==> src/rtl/led_frame_shifter.sv <==
// led_frame_shifter
// Per-LED staging buffer plus a frame-wide shift register. The shift register
// streams the frame MSB-first to the LED bit-timing encoder over a valid/ready
// handshake. Supports one-shot and continuous-repeat modes.
module led_frame_shifter #(
    parameter int NUM_LEDS     = 5,
    parameter int BITS_PER_LED = 24,
    parameter int AW           = (NUM_LEDS > 1) ? $clog2(NUM_LEDS) : 1
) (
    input  logic                    clk,
    input  logic                    reset,
    input  logic                    wr_en,
    input  logic [AW-1:0]           wr_addr,
    input  logic [BITS_PER_LED-1:0] wr_data,
    input  logic                    start,
    input  logic                    repeat_mode,
    input  logic                    stop,
    output logic                    bit_out,
    output logic                    bit_valid,
    input  logic                    bit_ready,
    output logic                    frame_end,
    output logic                    busy,
    output logic                    done
);

    localparam int TOTAL = NUM_LEDS * BITS_PER_LED;
    localparam int CW    = (TOTAL > 1) ? $clog2(TOTAL) : 1;

    localparam logic [1:0] S_IDLE  = 2'd0;
    localparam logic [1:0] S_LOAD  = 2'd1;
    localparam logic [1:0] S_SHIFT = 2'd2;
    localparam logic [1:0] S_DONE  = 2'd3;

    logic [1:0]              state_q, state_d;
    logic [TOTAL-1:0]        shift_q, shift_d;
    logic [CW-1:0]           cnt_q, cnt_d;
    logic                    stop_q, stop_d;
    logic [BITS_PER_LED-1:0] stage_q [NUM_LEDS];
    logic [TOTAL-1:0]        frame_w;
    logic                    hs;
    logic                    last_bit;

    // Staging buffer: out-of-range addresses match no entry and are dropped.
    always_ff @(posedge clk) begin
        if (reset) begin
            for (int i = 0; i < NUM_LEDS; i++) stage_q[i] <= '0;
        end else begin
            for (int i = 0; i < NUM_LEDS; i++) begin
                if (wr_en && (wr_addr == AW'(i))) stage_q[i] <= wr_data;
            end
        end
    end

    // Flatten the buffer so LED 0 lands in the MSBs and is sent first.
    always_comb begin
        frame_w = '0;
        for (int i = 0; i < NUM_LEDS; i++) begin
            frame_w[TOTAL-1-i*BITS_PER_LED -: BITS_PER_LED] = stage_q[i];
        end
    end

    assign bit_valid = (state_q == S_SHIFT);
    assign bit_out   = bit_valid & shift_q[TOTAL-1];
    assign last_bit  = (cnt_q == CW'(TOTAL-1));
    assign frame_end = bit_valid & last_bit;
    assign busy      = (state_q != S_IDLE);
    assign done      = (state_q == S_DONE);
    assign hs        = bit_valid & bit_ready;

    // Next-state logic for the FSM, shift register, bit counter and stop latch.
    always_comb begin
        state_d = state_q;
        shift_d = shift_q;
        cnt_d   = cnt_q;
        stop_d  = stop_q;
        case (state_q)
            S_IDLE: begin
                if (start) state_d = S_LOAD;
            end
            S_LOAD: begin
                // frame_w reflects register contents, so a same-cycle write
                // is not part of this snapshot.
                shift_d = frame_w;
                cnt_d   = '0;
                state_d = S_SHIFT;
            end
            S_SHIFT: begin
                if (hs) begin
                    shift_d = shift_q << 1;
                    if (last_bit) begin
                        cnt_d = '0;
                        // A stop arriving with the last bit also ends the sequence.
                        if (repeat_mode && !(stop_q || stop)) state_d = S_LOAD;
                        else                                  state_d = S_DONE;
                    end else begin
                        cnt_d = cnt_q + CW'(1);
                    end
                end
            end
            default: begin
                state_d = S_IDLE;
            end
        endcase
        if (busy && stop) stop_d = 1'b1;
        if (state_d == S_IDLE) stop_d = 1'b0;
    end

    // Control and datapath registers.
    always_ff @(posedge clk) begin
        if (reset) begin
            state_q <= S_IDLE;
            shift_q <= '0;
            cnt_q   <= '0;
            stop_q  <= 1'b0;
        end else begin
            state_q <= state_d;
            shift_q <= shift_d;
            cnt_q   <= cnt_d;
            stop_q  <= stop_d;
        end
    end

endmodule

==> config.mk <==
export PLATFORM = sky130hd
export DESIGN_NAME = led_frame_shifter
export DESIGN_NICKNAME = d
export VERILOG_FILES = /design/src/rtl/led_frame_shifter.sv
export SDC_FILE = /design/constraint.sdc
export NUM_CORES = 1
export LEC_CHECK = 0
export CORE_ASPECT_RATIO = 2
export CORE_MARGIN = 4
export CORE_UTILIZATION = 35
export CTS_BUF_LIST = sky130_fd_sc_hd__clkbuf_16
export CTS_CLUSTER_DIAMETER = 30
export DETAILED_ROUTE_END_ITERATION = 8
export PLACE_DENSITY = 0.62
export REMOVE_ABC_BUFFERS = 1
export SLEW_MARGIN = 20
export SYNTH_ARGS = -nofsm -noshare
export SYNTH_HDL_FRONTEND = slang
export SYNTH_SLANG_ARGS = --single-unit
==> constraint.sdc <==
create_clock -name clk -period 1.7 [get_ports clk]
set_input_delay 0.34 -clock clk [delete_from_list [all_inputs] [get_ports clk]]
set_output_delay 0.34 -clock clk [all_outputs]
set_load 0.02 [all_outputs]
==> impl_metrics.yaml, run 1 <==
global_routing:
  grt_pass1_vias: 7112
  antenna_found_initial: 0
  grt_pass1_wl_um: 39300
  grt_use_total_pct: 15.6
  grt_max_degree: 120
  grt_overflow: 0
logic_synthesis:
  synthTopCellsByCount: "nand2_1 (241), dfxtp_1 (130), nor3_1 (121)"
  synthCells: 910
  yosys.cell_types.count: 46
  synth_area_leaders: "edfxtp_1 (36%), dfxtp_1 (26%), nand2_1 (9.1%), a311oi_1 (9.0%), nor3_1 (6.1%)"
  synth_warnings: 0
  synth_edf_count: 120
  synth-main-ff-cell: "dfxtp_1"
  post_synth.cell_area_avg_um2: 10.9
  synth_top_area_share_pct: 36.2
  syn_area_um2: 9960
  synth.most_common_cell: "nand2_1"
  synth_top_area_cell: "edfxtp_1"
  ys_ff_latch: 250
  yosysSeqAreaShare_pct: 62.3
  ys_async_sr_fraction_pct: 0
sta:
  fmax_mhz: 537
  slew_headroom_pct: 53.5
  finalClockSkew_ns: 0.0140
  tightest_slew_ns: 0.697
  worst_hold_slack_ns: 0.289
  fin_ws_ns: -0.163
  final_hold_viol_count: 0
  slew_viol_final: 0
  setup_viol: 4
  rsz0062_at_grt: "yes"
  fin_crit_ns: 1.86
  layout_worst_path_cycle_share_pct: 110
setup_path:
  crit_path_top_delay_cell: "dfxtp_2"
  critPathKind: "reg2out"
  reg2reg_slack_ns: 0.04
  cp-start-kind: "register"
  crit_required_ns: 1.36
  path_cells: "nand2b_4 > buf_4 > nor3_2 > buf_4"
  arrival_ns: 1.52
  reg2regPathDepth: 7
  crit_family: "buffers and inverters"
  crit_buf_inv: 2
  critical_path.most_common_cell: "buf_4"
  cpPeakStageDelay_ns: 0.32
  r2r_end: "shift_q[105]$_SDFFE_PP0P_"
  crit_fanout: 3
  r2r-start: "state_q[0]$_SDFF_PP0_"
  cp-end-kind: "primary output"
min_path:
  hp-start: "reset"
  holdPathEnd: "cnt_q[0]$_SDFFE_PP0P_"
  whs_path_depth: 4
  hold_path_class: "in2reg"
layout:
  final_cells: 1333
  fin_nets: 990
  diodes: 0
  drive_above_1_share_pct: 15.7
  area_delta_synth_final_pct: 22.7
die:
  die_h_um: 247
  rows: 87
  io_pins: 39
  fp.dieArea_um2: 31400
  core_um2: 28100
  die_w_um: 127
  initial_core_util_pct: 35.5
run_status:
  run_status: "finished with violations"
  violations: "setup timing"
power:
  p_leak_nw: 4.29
  power.density_nw_per_um2: 1250
  p_int_w: 0.0115
  power.switching_w: 0.00384
  comb_power_share_pct: 11.5
  power_w: 0.0153
  sequentialPowerShare_pct: 46.5
  pwr-share-clk_pct: 42.0
  p_sw_share_pct: 25.1
  peakVddDrop_v: 0.000765
clock_tree:
  worst_skew_pair.late_latency_ns: 0.55
  cts-root-buf: "clkbuf_16"
  clk_pin_slew_ns: 0.06
  cts_buffers: 28
  cts_max_level: 1
  cts_sinks: 250
  ctsLongestPathBuffers: 3
  cts_tree: "built"
drt:
  post_drt_wl_per_cell_um: 19.5
  vias: 7311
  dr.pass1.iters: 4
  drt-initial-drc-count: 436
  viasPerCell: 5.48
  ant_nets: 0
  drcViolationCount: 0
  wirelength_um: 26000
place:
  gp_congestion: 0.782
  dp_hpwl_um: 14200
  portBuffers: 38
  place_ws_ns: -0.164
  placed_cells: 1264
job:
  drv_cap: 0
[sequential cells by signal, summed over array words and instances (netlist names)]
register / flops
cnt_q: 7
shift_q: 120
stage_q: 120
state_q: 2
stop_q: 1
[cell type report]
| cell class | instances | area (µm²) |
|---|---|---|
| Clock buffer | 33 | 826 |
| Clock inverter | 19 | 180 |
| Fill cell | 2630 | 15900 |
| Inverter | 7 | 31.3 |
| Multi-Input combinational cell | 566 | 3300 |
| Sequential cell | 250 | 6210 |
| Tap cell | 356 | 445 |
| Timing Repair Buffer | 102 | 1220 |
[how the worst max path moves through the flow]
stage | start | end | slack (ns) | cells after the start
detailed placement | bit_ready | shift_q[68]$_SDFFE_PP0P_ | -0.16 | 5
global placement | wr_addr[1] | stage_q[0][86]$_DFFE_PP_ | -0.13 | 5
CTS | cnt_q[1]$_SDFFE_PP0P_ | frame_end | -0.19 | 4
floorplan | state_q[0]$_SDFF_PP0_ | bit_out | -3.84 | 3
global route | cnt_q[1]$_SDFFE_PP0P_ | frame_end | -0.24 | 4
finish | state_q[0]$_SDFF_PP0_ | frame_end | -0.16 | 4
[cell usage in the layout (no fill, tap or decap), drive strengths merged, types with 3 or more instances in the layout]
master / n
nor3: 121
nand2b: 5
inv: 14
dfxtp: 130
o21ai: 7
edfxtp: 120
clkinvlp: 3
nor2b: 3
a311oi: 119
buf: 64
nand3: 5
clkbuf: 36
clkdlybuf4s50: 32
clkinv: 7
a21o: 3
and2: 27
nor2: 3
bufbuf: 3
nand2: 241
[per-stage QoR]
| stage | utilization, % | instance area [µm²] | TNS, ns |
|---|---|---|---|
| global route | 43.5 | 12200 | -0.516 |
| CTS | 43.1 | 12100 | -0.357 |
| detailed placement | 38.7 | 10900 | -37.89 |
| floorplan | - | 9460 | -450.73 |
| finish | 43.5 | 12200 | -0.257 |
| global placement | 38.7 | 10900 | -33.41 |
[power groups by stage]
stage	clock network [W]	registers (W)	logic, W
CTS	0.00653	0.00711	0.00171
global route	0.00679	0.00716	0.00193
detailed placement	0	0.00723	0.00161
floorplan	0	0.00717	0.00102
global placement	0	0.00722	0.00157
finish	0.00642	0.00711	0.00176
[logic make-up (layout without fill, tap and decap cells)]
kind of cell	count (synthesis)	count (layout)	synth area share (%)
AND/OR/NAND/NOR	417	418	18.7
flip-flops	250	250	62.3
AO/OA/AOI/OAI	146	146	13.5
buffers and inverters	95	161	5.33
adder cells (fa/ha/maj)	1	1	0.126
multiplexers	1	1	0.101
[what timing repair did]
item,4_1_cts,5_1_grt
hold endpoints to repair,0,0
buffers inserted,9,4
setup endpoints to repair,10,100
pin swaps,6,3
gates resized for setup,39,10
gates cloned,3,4
hold buffers,0,0
[routing by layer]
metal  part of all wire (%)  routed length, µm  vias up  GRT usage [%]
met5                      0                  0        -              0
met4                    2.1                556        0           4.93
met3                    3.7                971       41           1.76
met2                     55              14300      165           29.4
met1                     39              10200     3650           18.3
li1                       -                  -     3455              -
[worst register-to-register path, delay by kind of cell, from the launching register on]
family                 cells  cell delay [ns]
and+or+nand+nor            2             0.29
AOI/OAI and AO/OA          1             0.27
DFF                        1             0.33
buffers and inverters      4             0.67
Power figures use the tool's default switching activity.
==> run 2, diff against run 1 <==
GPL_TIMING_DRIVEN = 0   (was not set)
==> run 2 against run 1 <==
The flow still finishes with violations (setup timing). Utilization grew 1.9 points. Die area stayed put. Sequential power is essentially flat. Clock power up 2%. Largest power group unchanged.
==> impl_metrics.yaml, run 2 (same netlist as run 1, synthesis figures left out) <==
run_status:
  run_status: "finished with violations"
  violations: "setup timing"
setup_path:
  crit_required_ns: 1.36
  cp-end-kind: "primary output"
  critPathKind: "reg2out"
  crit_fanout: 2
  path_cells: "ha_4 > nand4_1 > nor3_4 > buf_6"
  cp-start-kind: "register"
  crit_path_top_delay_cell: "dfxtp_4"
  arrival_ns: 1.58
  cpPeakStageDelay_ns: 0.36
layout:
  fin_nets: 1003
  fillers: 2516
  layout_common_cells: "nand2_1 (240), dfxtp_1 (126), edfxtp_1 (120)"
  area_delta_synth_final_pct: 27.9
  final_cells: 1349
  drive_above_1_share_pct: 18.4
  diodes: 0
  reg_top3: "shift_q: 120 flops, stage_q: 120 flops, cnt_q: 7 flops"
  regArea_um2: 6220
  multi_input_area_um2: 3410
  final_common_cell: "nand2_1"
drt:
  vias: 7464
  viasPerCell: 5.53
  ant_nets: 0
  drt-initial-drc-count: 520
  wirelength_um: 27900
  drcViolationCount: 0
  dr.pass1.iters: 4
  post_drt_wl_per_cell_um: 20.7
min_path:
  hold_path_class: "in2reg"
global_routing:
  grt_pass1_vias: 7439
  antenna_found_initial: 0
  grt_pass1_wl_um: 43100
  grt_use_total_pct: 17.4
  grt_max_degree: 70
  grt_overflow: 0
sta:
  slew_headroom_pct: 42.8
  setup_viol: 5
  setup-tns-final_ns: -0.680
  slew_viol_final: 0
  tightest_slew_ns: 0.858
  final_hold_viol_count: 0
  fin_crit_ns: 1.92
  layout_worst_path_cycle_share_pct: 113
  rsz0062_at_grt: "yes"
  fmax_mhz: 520
  finalClockSkew_ns: 0.00870
  fin_ws_ns: -0.223
power:
  p_int_w: 0.0116
  comb_power_share_pct: 12.8
  p_leak_nw: 4.52
  power.switching_w: 0.00406
  pwr-share-clk_pct: 41.8
  p_sw_share_pct: 25.9
  sequentialPowerShare_pct: 45.4
  peakVddDrop_v: 0.000764
  power.density_nw_per_um2: 1230
die:
  die_h_um: 247
  rows: 87
  core_um2: 28100
  die_w_um: 127
  initial_core_util_pct: 35.5
  io_pins: 39
  fp.dieArea_um2: 31400
clock_tree:
  cts_tree: "built"
  clk_pin_slew_ns: 0.06
  cts-root-buf: "clkbuf_16"
  ctsLongestPathBuffers: 3
  cts_buffers: 31
  worst_skew_pair.late_latency_ns: 0.56
  cts_max_level: 1
  cts_sinks: 250
place:
  portBuffers: 38
  placed_cells: 1228
  dp_hpwl_um: 12600
  gp_congestion: 0.731
  place_ws_ns: -1.57
job:
  drv_cap: 0
## run 2: cell count changes in the layout (fill, tap and decap cells not counted), sizes merged
cell and change:
buf +1, bufbuf +3, bufinv +1, clkinv +11, clkinvlp -1, nand2b +1
## run 2: cell type report
type / instances / area share (%)
clock buffers: 31 / 6.09
well taps: 356 / 3.50
repair inverters: 3 / 0.324
flip-flops and latches: 250 / 48.8
inverters: 7 / 0.413
repair buffers: 108 / 12.1
clock inverters: 27 / 1.93
multi-input cells: 567 / 26.8
## run 2: path summary, 6_finish.rpt
| path | start | endpoint | slack (ns) | cells after the start |
|---|---|---|---|---|
| worst max-delay path | cnt_q[0]$_SDFFE_PP0P_ | frame_end | -0.22 | 4 |
| worst min register to register | shift_q[114]$_SDFFE_PP0P_ | shift_q[115]$_SDFFE_PP0P_ | 0.47 | 2 |
| worst min-delay path | reset | shift_q[117]$_SDFFE_PP0P_ | 0.20 | 2 |
| worst max register to register | cnt_q[0]$_SDFFE_PP0P_ | cnt_q[6]$_SDFFE_PP0P_ | -0.02 | 6 |
## run 2: power groups by stage
stage          Clock, W  Sequential (W)  Combinational (W)
3_3_place_gp          0         0.00723            0.00152
3_5_place_dp          0         0.00723            0.00153
4_1_cts         0.00659         0.00710            0.00189
6_report        0.00655         0.00711            0.00201
5_1_grt         0.00687         0.00716            0.00219
2_1_floorplan         0         0.00717            0.00102
## run 2: critical path: cells and delay by family, from the launching register on
kind,cells,cell delay (ns)
and+or+nand+nor,2,0.40
buffers and inverters,1,0.14
adders and majority gates,1,0.13
DFF,1,0.36
## run 2: repair_timing
| item | 4_1_cts | 5_1_grt |
|---|---|---|
| resized for setup | 66 | 29 |
| cloned | 17 | 5 |
| hold buffers | 0 | 0 |
| pin swaps | 6 | 32 |
| buffers inserted | 29 | 16 |
| endpoints found under the setup margin | 298 | 148 |
## run 2: per-layer routing
metal / track usage (%) / vias to the layer above / wire [µm]
met5: 0 / - / 0
met4: 9.10 / 0 / 1270
met3: 2.34 / 66 / 1400
met2: 30.3 / 224 / 14300
met1: 20.7 / 3674 / 11000
li1: - / 3500 / -
## run 2: metrics by stage
step / utilization [%] / power (W) / instance area [µm²] / hold WS [ns]
after floorplan: - / 0.00819 / 9460 / 0.408
after global placement: 36.6 / 0.00874 / 10300 / 0.466
after detailed placement: 37.8 / 0.00877 / 10600 / 0.473
after CTS: 44.1 / 0.0156 / 12400 / 0.199
after global routing: 45.4 / 0.0162 / 12700 / 0.232
final: 45.4 / 0.0157 / 12700 / 0.204
